### src/rtl/spi_responder_if.sv
// Bus bundle for spi_responder: the four SPI wires plus the host-side word port.
// The slave modport is the responder's view; master is the driver of the SPI wires.
interface spi_responder_if #(
    parameter int WID = 24
);
    logic           sck;
    logic           ss_L;
    logic           mosi;
    logic           miso;
    logic [WID-1:0] tx_data;
    logic [WID-1:0] rx_data;
    logic           finished;
    logic           aborted;
    logic           overrun;
    logic           busy;

    modport slave (
        input  sck, ss_L, mosi, tx_data,
        output miso, rx_data, finished, aborted, overrun, busy
    );

    modport master (
        output sck, ss_L, mosi, tx_data,
        input  miso, rx_data, finished, aborted, overrun, busy
    );
endinterface

### src/rtl/spi_responder.sv
// Oversampled SPI slave: shifts in one WID-bit word per ss_L frame while
// shifting out a reply latched at frame start; strobes completion or abort.
module spi_responder #(
    parameter int WID      = 24,
    parameter bit POLARITY = 1'b0,
    parameter bit PHASE    = 1'b0
) (
    input  logic           clk,
    input  logic           rst_L,
    spi_responder_if.slave bus
);
    localparam int CW = $clog2(WID + 1);

    localparam logic [1:0] S_IDLE   = 2'd0;
    localparam logic [1:0] S_ACTIVE = 2'd1;
    localparam logic [1:0] S_DONE   = 2'd2;

    // Synchronisers are left unreset so a reset mid-frame cannot fabricate
    // an ss_L edge from a pin that is still held low.
    logic [2:0] sck_sr;
    logic [2:0] ss_sr;
    logic [1:0] mosi_sr;

    always_ff @(posedge clk) begin
        sck_sr  <= {sck_sr[1:0], bus.sck};
        ss_sr   <= {ss_sr[1:0], bus.ss_L};
        mosi_sr <= {mosi_sr[0], bus.mosi};
    end

    logic lead_e, trail_e, sample_e, shift_e, ss_fall, ss_rise, mosi_s;

    assign lead_e   = (sck_sr[1] != POLARITY) && (sck_sr[2] == POLARITY);
    assign trail_e  = (sck_sr[1] == POLARITY) && (sck_sr[2] != POLARITY);
    assign sample_e = PHASE ? trail_e : lead_e;
    assign shift_e  = PHASE ? lead_e : trail_e;
    assign ss_fall  = !ss_sr[1] && ss_sr[2];
    assign ss_rise  = ss_sr[1] && !ss_sr[2];
    assign mosi_s   = mosi_sr[1];

    logic [1:0]     state;
    logic [CW-1:0]  cnt;
    logic [WID-1:0] tx_shift;
    logic [WID-1:0] rx_shift;
    logic [WID-1:0] rx_word;
    logic           primed;
    logic           miso_q, fin_q, abt_q, ovr_q;

    logic [WID-1:0] rx_next;
    logic           last_bit;

    assign rx_next  = {rx_shift[WID-2:0], mosi_s};
    assign last_bit = (cnt == CW'(WID - 1));

    always_ff @(posedge clk) begin
        if (!rst_L) begin
            state    <= S_IDLE;
            cnt      <= '0;
            tx_shift <= '0;
            rx_shift <= '0;
            rx_word  <= '0;
            primed   <= 1'b0;
            miso_q   <= 1'b0;
            fin_q    <= 1'b0;
            abt_q    <= 1'b0;
            ovr_q    <= 1'b0;
        end else begin
            fin_q <= 1'b0;
            abt_q <= 1'b0;
            case (state)
                S_IDLE: begin
                    miso_q <= 1'b0;
                    if (ss_fall) begin
                        tx_shift <= bus.tx_data;
                        rx_shift <= '0;
                        cnt      <= '0;
                        ovr_q    <= 1'b0;
                        primed   <= 1'b0;
                        state    <= S_ACTIVE;
                        if (!PHASE) miso_q <= bus.tx_data[WID-1];
                    end
                end
                S_ACTIVE: begin
                    if (sample_e) begin
                        rx_shift <= rx_next;
                        cnt      <= cnt + CW'(1);
                        if (last_bit) begin
                            rx_word <= rx_next;
                            fin_q   <= 1'b1;
                            miso_q  <= 1'b0;
                            // A deselect coinciding with the final sample skips DONE.
                            state   <= ss_rise ? S_IDLE : S_DONE;
                        end
                    end else if (shift_e) begin
                        if (PHASE && !primed) begin
                            primed <= 1'b1;
                            miso_q <= tx_shift[WID-1];
                        end else begin
                            tx_shift <= tx_shift << 1;
                            miso_q   <= tx_shift[WID-2];
                        end
                    end
                    if (ss_rise && !(sample_e && last_bit)) begin
                        abt_q  <= 1'b1;
                        miso_q <= 1'b0;
                        state  <= S_IDLE;
                    end
                end
                S_DONE: begin
                    miso_q <= 1'b0;
                    if (sample_e) ovr_q <= 1'b1;
                    if (ss_rise) state <= S_IDLE;
                end
                default: state <= S_IDLE;
            endcase
        end
    end

    assign bus.miso     = miso_q;
    assign bus.rx_data  = rx_word;
    assign bus.finished = fin_q;
    assign bus.aborted  = abt_q;
    assign bus.overrun  = ovr_q;
    assign bus.busy     = (state != S_IDLE);
endmodule
### src/flat_wrapper.sv
// flat-port wrapper written by rule: the top's interface ports become plain ports
module spi_responder_flat 
#(
    parameter int WID      = 24,
    parameter bit POLARITY = 1'b0,
    parameter bit PHASE    = 1'b0
)
  (clk, rst_L, bus_sck, bus_ss_L, bus_mosi, bus_tx_data, bus_miso, bus_rx_data, bus_finished, bus_aborted, bus_overrun, bus_busy);
  spi_responder_if #(.WID(WID)) bus_i ();
  input  logic clk;
  input  logic rst_L;
  input wire logic [$bits(bus_i.sck)-1:0] bus_sck;
  input wire logic [$bits(bus_i.ss_L)-1:0] bus_ss_L;
  input wire logic [$bits(bus_i.mosi)-1:0] bus_mosi;
  input wire logic [$bits(bus_i.tx_data)-1:0] bus_tx_data;
  output wire logic [$bits(bus_i.miso)-1:0] bus_miso;
  output wire logic [$bits(bus_i.rx_data)-1:0] bus_rx_data;
  output wire logic [$bits(bus_i.finished)-1:0] bus_finished;
  output wire logic [$bits(bus_i.aborted)-1:0] bus_aborted;
  output wire logic [$bits(bus_i.overrun)-1:0] bus_overrun;
  output wire logic [$bits(bus_i.busy)-1:0] bus_busy;
  assign bus_i.sck = bus_sck;
  assign bus_i.ss_L = bus_ss_L;
  assign bus_i.mosi = bus_mosi;
  assign bus_i.tx_data = bus_tx_data;
  assign bus_miso = bus_i.miso;
  assign bus_rx_data = bus_i.rx_data;
  assign bus_finished = bus_i.finished;
  assign bus_aborted = bus_i.aborted;
  assign bus_overrun = bus_i.overrun;
  assign bus_busy = bus_i.busy;
  spi_responder #(.WID(WID), .POLARITY(POLARITY), .PHASE(PHASE)) u_core (.clk(clk), .rst_L(rst_L), .bus(bus_i));
endmodule
### config.mk
export PLATFORM = sky130hd
export DESIGN_NAME = spi_responder_flat
export DESIGN_NICKNAME = d
export VERILOG_FILES = /design/src/rtl/spi_responder_if.sv /design/src/rtl/spi_responder.sv /design/src/flat_wrapper.sv
export SDC_FILE = /design/constraint.sdc
export NUM_CORES = 1
export LEC_CHECK = 0
export CORE_MARGIN = 2
export CORE_UTILIZATION = 55
export CTS_CLUSTER_DIAMETER = 200
export DETAILED_ROUTE_END_ITERATION = 8
export GPL_ROUTABILITY_DRIVEN = 0
export PLACE_DENSITY = 0.81
export SKIP_CTS_REPAIR_TIMING = 1
export SLEW_MARGIN = 25
export SYNTH_ARGS = -nofsm -noshare
export SYNTH_HDL_FRONTEND = slang
export SYNTH_SLANG_ARGS = --single-unit
### constraint.sdc
create_clock -name clk -period 5.5 [get_ports clk]
set_input_delay 0.55 -clock clk [delete_from_list [all_inputs] [get_ports clk]]
set_output_delay 0.55 -clock clk [all_outputs]
set_load 0.02 [all_outputs]
# [Word-level counts from Yosys, hierarchy flattened]
# Index checks and enable logic that the tools add are counted.
[word_totals] inputBits=29 register_bits=89 output_inout_bits=29 wordCells=78
[op_classes] n_mux=28 add_sub_neg=1 n_reduce_logical=22 n_eq_ne=13 bitwise=2
[ops] cell="2-to-1 mux 23 bit" n=5
[ops] cell="case mux 23 bit (2 select lines)" n=2
[ops] cell="AND reduction 3 bit" n=5
[ops] cell="2-to-1 mux 2 bit" n=6
[ops] cell="2-to-1 mux 5 bit" n=2
[ops] cell="!= test 2 x 1 -> 1 bit (second input constant)" n=5
[ops] cell="case mux 5 bit (2 select lines)" n=1
[ops] cell="2-to-1 mux 1 bit" n=9
[ops] cell="AND reduction 4 bit" n=2
[ops] cell="logical AND 1 bit" n=6
[ops] cell="!= test 3 x 1 -> 1 bit (second input constant)" n=2
[ops] cell="case mux 2 bit (3 select lines)" n=1
[ops] cell="nonzero test 2 bit" n=3
[ops] cell="adder 5 x 1 -> 5 bit (second input constant)" n=1
[ops] cell="equality test 5 bit (second input constant)" n=1
[ops] cell="!= test 4 x 1 -> 1 bit (second input constant)" n=1
[ops] cell="!= test 4 bit (second input constant)" n=1
[ops] cell="zero test 1 bit" n=3
[ops] cell="case mux 1 bit (3 select lines)" n=1
[ops] cell="nonzero test 3 bit" n=1
[ops] cell="equality test 2 x 1 -> 1 bit (second input constant)" n=1
[ops] cell="equality test 2 bit (second input constant)" n=1
[ops] cell="zero test 2 bit" n=1
[ops] cell="!= test 2 bit (second input constant)" n=1
[ops] cell="other kinds (3)" n=4

# [Longest topological paths before layout]
# Gate-level depths: netlist of the first run.
[depth] word_depth=7 depth_mapped=8 ltp_nobuf=6

# [Worst setup path after synthesis of the first run]
# OpenSTA, ideal clock, no wires.
[synth_path] path_kind="register to register" start="register u_core.state[0]" end="register u_core.cnt[4]" stages_incl_launch_ff=8 setup_time_ns=0.123 arrival_time_ns=1.620 path_slack_ns=3.756 path_buffers=1 synth_period_minus_slack_ns=1.744 path_cell_list="dfxtp_1 inv_1 ha_1 or2_1 o211a_1 buf_4 nand4_1 mux2_1"
[synth_via] elab_chain_len=3 word_cells_on_any_way=7 cone_classes="3 x eq/ne; 1 x mux; 3 x reduce/logical"
[synth_lines] element="from (decl)" line_no="spi_responder.sv:40" text="logic [1:0] state;"
[synth_lines] element="from (signal assigned)" line_no="spi_responder.sv:91" text="state <= ss_rise ? S_IDLE : S_DONE;"
[synth_lines] element="equality test 2 x 1 -> 1 bit / zero test 2 bit (equally long branches)" line_no="spi_responder.sv:69" text="case (state)"
[synth_lines] element="!= test 2 x 1 -> 1 bit (no line) / nonzero test 2 bit (equally long branches)"
[synth_lines] element="AND reduction 3 bit (no line)"
[synth_lines] element="to (signal assigned)" line_no="spi_responder.sv:85" text="cnt <= cnt + CW'(1);"
[synth_lines] element="to (decl)" line_no="spi_responder.sv:41" text="logic [CW-1:0] cnt;"
# Several ways; a longest one is shown, not always the timed one.
# A chain may end at the register's enable or synchronous reset.

# [Worst setup path in the final report of the first run]
[layout_path] start="register u_core.state[1]" end="register u_core.cnt[3]"
# The elaborated chain is that of the path after synthesis.

==> results of run 1 <==
power breakdown:
group          internal (W)  total (W)  switching (W)
combinational      0.000214   0.000564       0.000350
sequential         0.000726   0.000772      0.0000463
clock              0.000210   0.000444       0.000235
layout by cell type (no fill, tap or decap), drive strengths merged, types with 3 or more instances in the layout:
master and n:
nand3 27, o21ai 5, ha 7, a21boi 3, inv 11, dfxtp 89, clkinv 3, nand2b 4
a21oi 73, mux2i 26, a211oi 23, nor2 7, clkbuf 9, nand2 75, clkdlybuf4s50 57, buf 4
registers in the layout, summed over array words and instances (netlist names):
name,count
u_core.bus.finished,1
u_core.bus.rx_data,24
u_core.bus.miso,1
u_core.rx_shift,23
u_core.state,2
u_core.cnt,5
u_core.tx_shift,23
u_core.sck_sr,3
u_core.bus.aborted,1
u_core.bus.overrun,1
u_core.ss_sr,3
u_core.mosi_sr,2
cell type report:
class | count | share of cell area, %
Sequential cell | 89 | 40.44
Multi-Input combinational cell | 274 | 38.51
Timing Repair Buffer | 61 | 13.63
Clock buffer | 9 | 2.812
Tap cell | 77 | 2.187
Clock inverter | 6 | 1.562
Inverter | 10 | 0.8520
final timing paths:
check                                       from               end  slack (ps)  depth (start not counted)
worst min register to register  u_core.sck_sr[0]  u_core.sck_sr[1]         330                          0
worst max-delay path             u_core.state[1]     u_core.cnt[3]        2450                          7
worst min-delay path            u_core.sck_sr[0]  u_core.sck_sr[1]         330                          0
worst max register to register   u_core.state[1]     u_core.cnt[3]        2450                          7
metrics by stage:
step	instances	area [um^2]	setup WS [ps]	power, W
after CTS	526	4405	2480	0.001783
after detailed placement	511	4213	2503	0.001342
after global routing	526	4405	2243	0.001876
after floorplan	403	3690	3756	0.001278
after global placement	511	4213	2625	0.001322
final	526	4405	2450	0.001781
logic make-up (layout without fill, tap and decap cells):
| logic type | after synthesis | in the layout |
|---|---|---|
| flops | 89 | 89 |
| compound gates | 109 | 109 |
| simple gates | 130 | 130 |
| fa+ha+maj | 7 | 7 |
| buf+inv | 40 | 86 |
| mux | 28 | 28 |
per-layer routing:
| metal | share of wire, % | track usage, % |
|---|---|---|
| met5 | 0 | 0 |
| met4 | 1.5 | 6.638 |
| met3 | 4.7 | 5.486 |
| met2 | 48 | 34.95 |
| met1 | 45 | 25.84 |
worst register-to-register path, stage by stage (launching register included):
cell,delay [ps]
dfxtp_1,350
inv_1,90
ha_2,530
buf_4,500
or2_1,220
o211a_1,710
nand4_1,200
mux2_1,350
==> results.ini, run 1 <==
[synth]
yosys-top-cells-count = dfxtp_1 (89), nand2_1 (75), a21oi_1 (73)
synthArstFlopShare_pct = 0
yosysTopAreaCell = dfxtp_1
seq_area_frac_synth_pct = 48.29
synth.area.mux_share_pct = 7.664
ys_ff_latch = 89
synth_top_area_share_pct = 48.29
ys.flop_type = dfxtp_1
synth_edf_count = 0
synth-xor-area-share_pct = 0
ys_warn_count = 0
synth_fp_nets = 439
syn_area_um2 = 3690
synth_top_family_by_area = compound AO/OA/AOI/OAI gates
synth.avg_cell_area_um2 = 9.156
synth_compound_area_share_pct = 19.97
post-synth-top-count-cell = dfxtp_1
syn_inst = 403
synth-simple-area-share_pct = 15.90
netlist_top_cells_area = dfxtp_1 (48%), a21oi_1 (9.9%), nand2_1 (7.6%)
synth_adder_area_share_pct = 2.374
synth.distinct_cells = 41

[timing]
clock_skew_ps = 9.338
rsz0062_at_grt = no
period_needed_ps = 3050
fmax_mhz = 327.9
setup-violations-final = 0
relSlewSlack_pct = 33.97
whs_ps = 331.2
slew_violations = 0
hold_viol_final = 0
min_period_over_period_pct = 55.45
tightest_slew_ps = 987.5
tns_ps = 0

[clock_network]
cts.sinks = 89
cts_buffers = 9
clockBufferDepth = 2
htreeDepth = 3
clkSlewWorstSetupHoldPaths_ps = 80
cts_tree = done
clock-root-buffer = clkbuf_8
insertion_delay_ps = 360

[floorplanning]
die-area_um2 = 7380
fp.dieH_um = 85.91
ios = 58
rows = 29
design.core.area_um2 = 6422
fp.dieW_um = 85.91
start_util_pct = 57.45

[routing]
ant_nets = 0
drtIter0Drc = 211
num_vias = 2935
dr.pass1.iters = 4
viasPerCell = 5.580
wl_um = 7257
drc = 0
wl_per_cell_um = 13.80

[global_route]
globalRoute.totalOverflow = 0
grt_max_degree = 75
grt_pass1_vias = 2767
antenna_found_initial = 0
grtUsageTotal_pct = 20.73
grt_pass1_wl_um = 12400

[worst_setup_path]
path_max_fanout = 42
cp_slowest_cell = o211a_1
worstPathRequired_ps = 5750
cp_cell_sequence = inv_1, ha_2, buf_4, or2_1, o211a_1, nand4_1, mux2_1
path_delay_family = compound AO/OA/AOI/OAI gates
path_class = flip-flop to flip-flop
arrival_ps = 3290
cp-start-kind = flip-flop
cp_num_buf_inv = 2
end_kind = flip-flop
max_stage_delay_ps = 710

[power]
p_per_area_nw_per_um2 = 404.2
p_leak_nw = 1.491
irDropWorstVdd_mv = 0.3403

[cells_and_area]
seq_area_um2 = 1782
fin_nets = 481
diodes = 0
multi_input_area_um2 = 1697
area_growth_pct = 19.40
fillers = 528
drive_gt1_share_pct = 10.02
postLayoutCoreUtil_pct = 68.60

[outcome]
outcome = completed

[run]
maxCapViolCount = 0

[placement]
hpwl_um = 4498
numPortBuffers = 57

[worst_hold_path]
hold_class = flip-flop to flip-flop

Power figures use the tool's default switching activity.
==> run 2, diff against run 1 <==
--- a/config.mk
+++ b/config.mk
@@ -6,11 +6,11 @@
 export NUM_CORES = 1
 export LEC_CHECK = 0
 export CORE_MARGIN = 2
-export CORE_UTILIZATION = 55
+export CORE_UTILIZATION = 48
 export CTS_CLUSTER_DIAMETER = 200
 export DETAILED_ROUTE_END_ITERATION = 8
 export GPL_ROUTABILITY_DRIVEN = 0
-export PLACE_DENSITY = 0.81
+export PLACE_DENSITY = 0.75
 export SKIP_CTS_REPAIR_TIMING = 1
 export SLEW_MARGIN = 25
 export SYNTH_ARGS = -nofsm -noshare
==> constraint.sdc (replaced) <==
create_clock -name clk -period 2.5 [get_ports clk]
set_input_delay 0.25 -clock clk [delete_from_list [all_inputs] [get_ports clk]]
set_output_delay 0.25 -clock clk [all_outputs]
set_load 0.02 [all_outputs]
==> run 2 against run 1 <==
Worst setup slack worse by 2200 ps. Critical path type unchanged. Critical endpoint is now u_core.tx_shift[1]. Core utilization fell by 7.2 points. Critical path depth is 1 lower.
==> results.ini, run 2 (synthesis results as in run 1) <==
[cells_and_area]
layout_common_cells = dfxtp_1 (89), nand2_1 (75), a21oi_1 (73), clkdlybuf4s50_1 (57), nand3_1 (27)  ; unchanged
drive_gt1_share_pct = 11.60  ; was 10.02%
finalInstanceArea_um2 = 4501  ; was 4405 um^2
postLayoutCoreUtil_pct = 61.39  ; was 68.60%
fin_nets = 488  ; was 481
layout_commonest_cell = dfxtp_1  ; unchanged
largest_reg_flops = 24  ; unchanged
diodes = 0  ; unchanged
area_growth_pct = 21.97  ; was 19.40%

[worst_setup_path]
max_stage_delay_ps = 560  ; was 710 ps
cp-start-kind = flip-flop  ; unchanged
worstPathRequired_ps = 2720  ; was 5750 ps
path_class = flip-flop to flip-flop  ; unchanged
end_kind = flip-flop  ; unchanged
arrival_ps = 2520  ; was 3290 ps
path_delay_family = simple AND/OR/NAND/NOR gates  ; was compound AO/OA/AOI/OAI gates
cp_num_buf_inv = 1  ; was 2
cp_slowest_cell = a21boi_4  ; was o211a_1
path_max_fanout = 24  ; was 42
cp_cell_sequence = inv_1, ha_1, or2_1, a21boi_4, and2_4, a211oi_1  ; was inv_1, ha_2, buf_4, or2_1, o211a_1, nand4_1, mux2_1

[placement]
numPortBuffers = 57  ; unchanged
hpwl_um = 4796  ; was 4498 um
dpl-instance-area_um2 = 4305  ; was 4213 um^2

[power]
p_per_area_nw_per_um2 = 867.1  ; was 404.2 nW/um^2
irDropWorstVdd_mv = 0.5385  ; was 0.3403 mV
p_leak_nw = 1.531  ; was 1.491 nW

[routing]
dr.pass1.iters = 6  ; was 4
num_vias = 2961  ; was 2935
wl_um = 7275  ; was 7257 um
ant_nets = 0  ; unchanged
drc = 0  ; unchanged
viasPerCell = 5.326  ; was 5.580
drtIter0Drc = 137  ; was 211
wl_per_cell_um = 13.08  ; was 13.80 um

[floorplanning]
fp.dieW_um = 91.68  ; was 85.91 um
rows = 31  ; was 29
fp.dieH_um = 91.68  ; was 85.91 um
design.core.area_um2 = 7331  ; was 6422 um^2
start_util_pct = 50.33  ; was 57.45%
die-area_um2 = 8404  ; was 7380 um^2
ios = 58  ; unchanged

[global_route]
grtUsageTotal_pct = 18.07  ; was 20.73%
globalRoute.totalOverflow = 0  ; unchanged
grt_max_degree = 33  ; was 75
grt_pass1_vias = 2816  ; was 2767
antenna_found_initial = 0  ; unchanged
grt_pass1_wl_um = 12480  ; was 12400 um

[timing]
min_period_over_period_pct = 91.88  ; was 55.45%
clock_skew_ps = 12.29  ; was 9.338 ps
setup-violations-final = 0  ; unchanged
relSlewSlack_pct = 58.53  ; was 33.97%
period_needed_ps = 2297  ; was 3050 ps
rsz0062_at_grt = no  ; unchanged
fmax_mhz = 435.3  ; was 327.9 MHz
slew_violations = 0  ; unchanged
tns_ps = 0  ; unchanged
tightest_slew_ps = 620.5  ; was 987.5 ps
hold_viol_final = 0  ; unchanged

[clock_network]
insertion_delay_ps = 360  ; about the same
htreeDepth = 3  ; unchanged
clock-root-buffer = clkbuf_8  ; unchanged
cts_buffers = 9  ; unchanged
cts_tree = done  ; unchanged
cts.sinks = 89  ; unchanged
clockBufferDepth = 2  ; unchanged
clkSlewWorstSetupHoldPaths_ps = 90  ; was 80 ps

[outcome]
outcome = completed  ; unchanged

[worst_hold_path]
hold_class = flip-flop to flip-flop  ; unchanged

[run]
maxCapViolCount = 0  ; unchanged

==> run 2: stage by stage <==
step                power, W  hold slack [ps]  setup slack [ps]  cells
finish              0.003903            328.1             202.9    556
global route        0.004137            325.3             36.54    556
global placement    0.002962            311.7             85.32    540
detailed placement  0.002993            312.1             39.19    540
CTS                 0.003916            320.3             2.551    556
floorplan           0.002813            277.7             756.4    403
==> run 2: where the power goes <==
| group | internal, W | leakage, nW | switching (W) |
|---|---|---|---|
| combinational | 0.000501 | 0.717 | 0.000782 |
| clock | 0.000398 | 0.0895 | 0.000519 |
| sequential | 0.00160 | 0.725 | 0.000104 |
==> run 2: worst paths after layout <==
check | from | endpoint | slack [ps] | cells past startpoint
min reg2reg | u_core.mosi_sr[0] | u_core.mosi_sr[1] | 330 | 0
min | u_core.mosi_sr[0] | u_core.mosi_sr[1] | 330 | 0
max reg2reg | u_core.state[1] | u_core.tx_shift[1] | 200 | 6
max | u_core.state[1] | u_core.tx_shift[1] | 200 | 6
==> run 2: metal layers <==
layer / global-route usage (%) / share of wire, % / wire [um] / up-vias
met1: 22.03 / 46 / 3348 / 1399
met4: 8.207 / 1.7 / 123 / 0
met2: 30.64 / 49 / 3553 / 55
met3: 3.698 / 3.4 / 250 / 10
li1: - / - / - / 1497
met5: 0 / 0 / 0 / -
==> run 2: area by class of cell <==
cell class,count,area (um^2)
fill,619,2830
sequential,89,1782
multi-input combinational,274,1704
timing repair buffer,68,665.6
clock buffer,10,137.6
tap,99,123.9
clock inverter,6,50.05
inverter,10,37.54
==> run 3, diff against run 2 <==
--- a/config.mk
+++ b/config.mk
@@ -5,6 +5,7 @@
 export SDC_FILE = /design/constraint.sdc
 export NUM_CORES = 1
 export LEC_CHECK = 0
+export CAP_MARGIN = 20
 export CORE_MARGIN = 2
 export CORE_UTILIZATION = 48
 export CTS_CLUSTER_DIAMETER = 200
==> results of run 3 <==
Same layout as run 2: the final DEF is identical, and so are final timing and power.
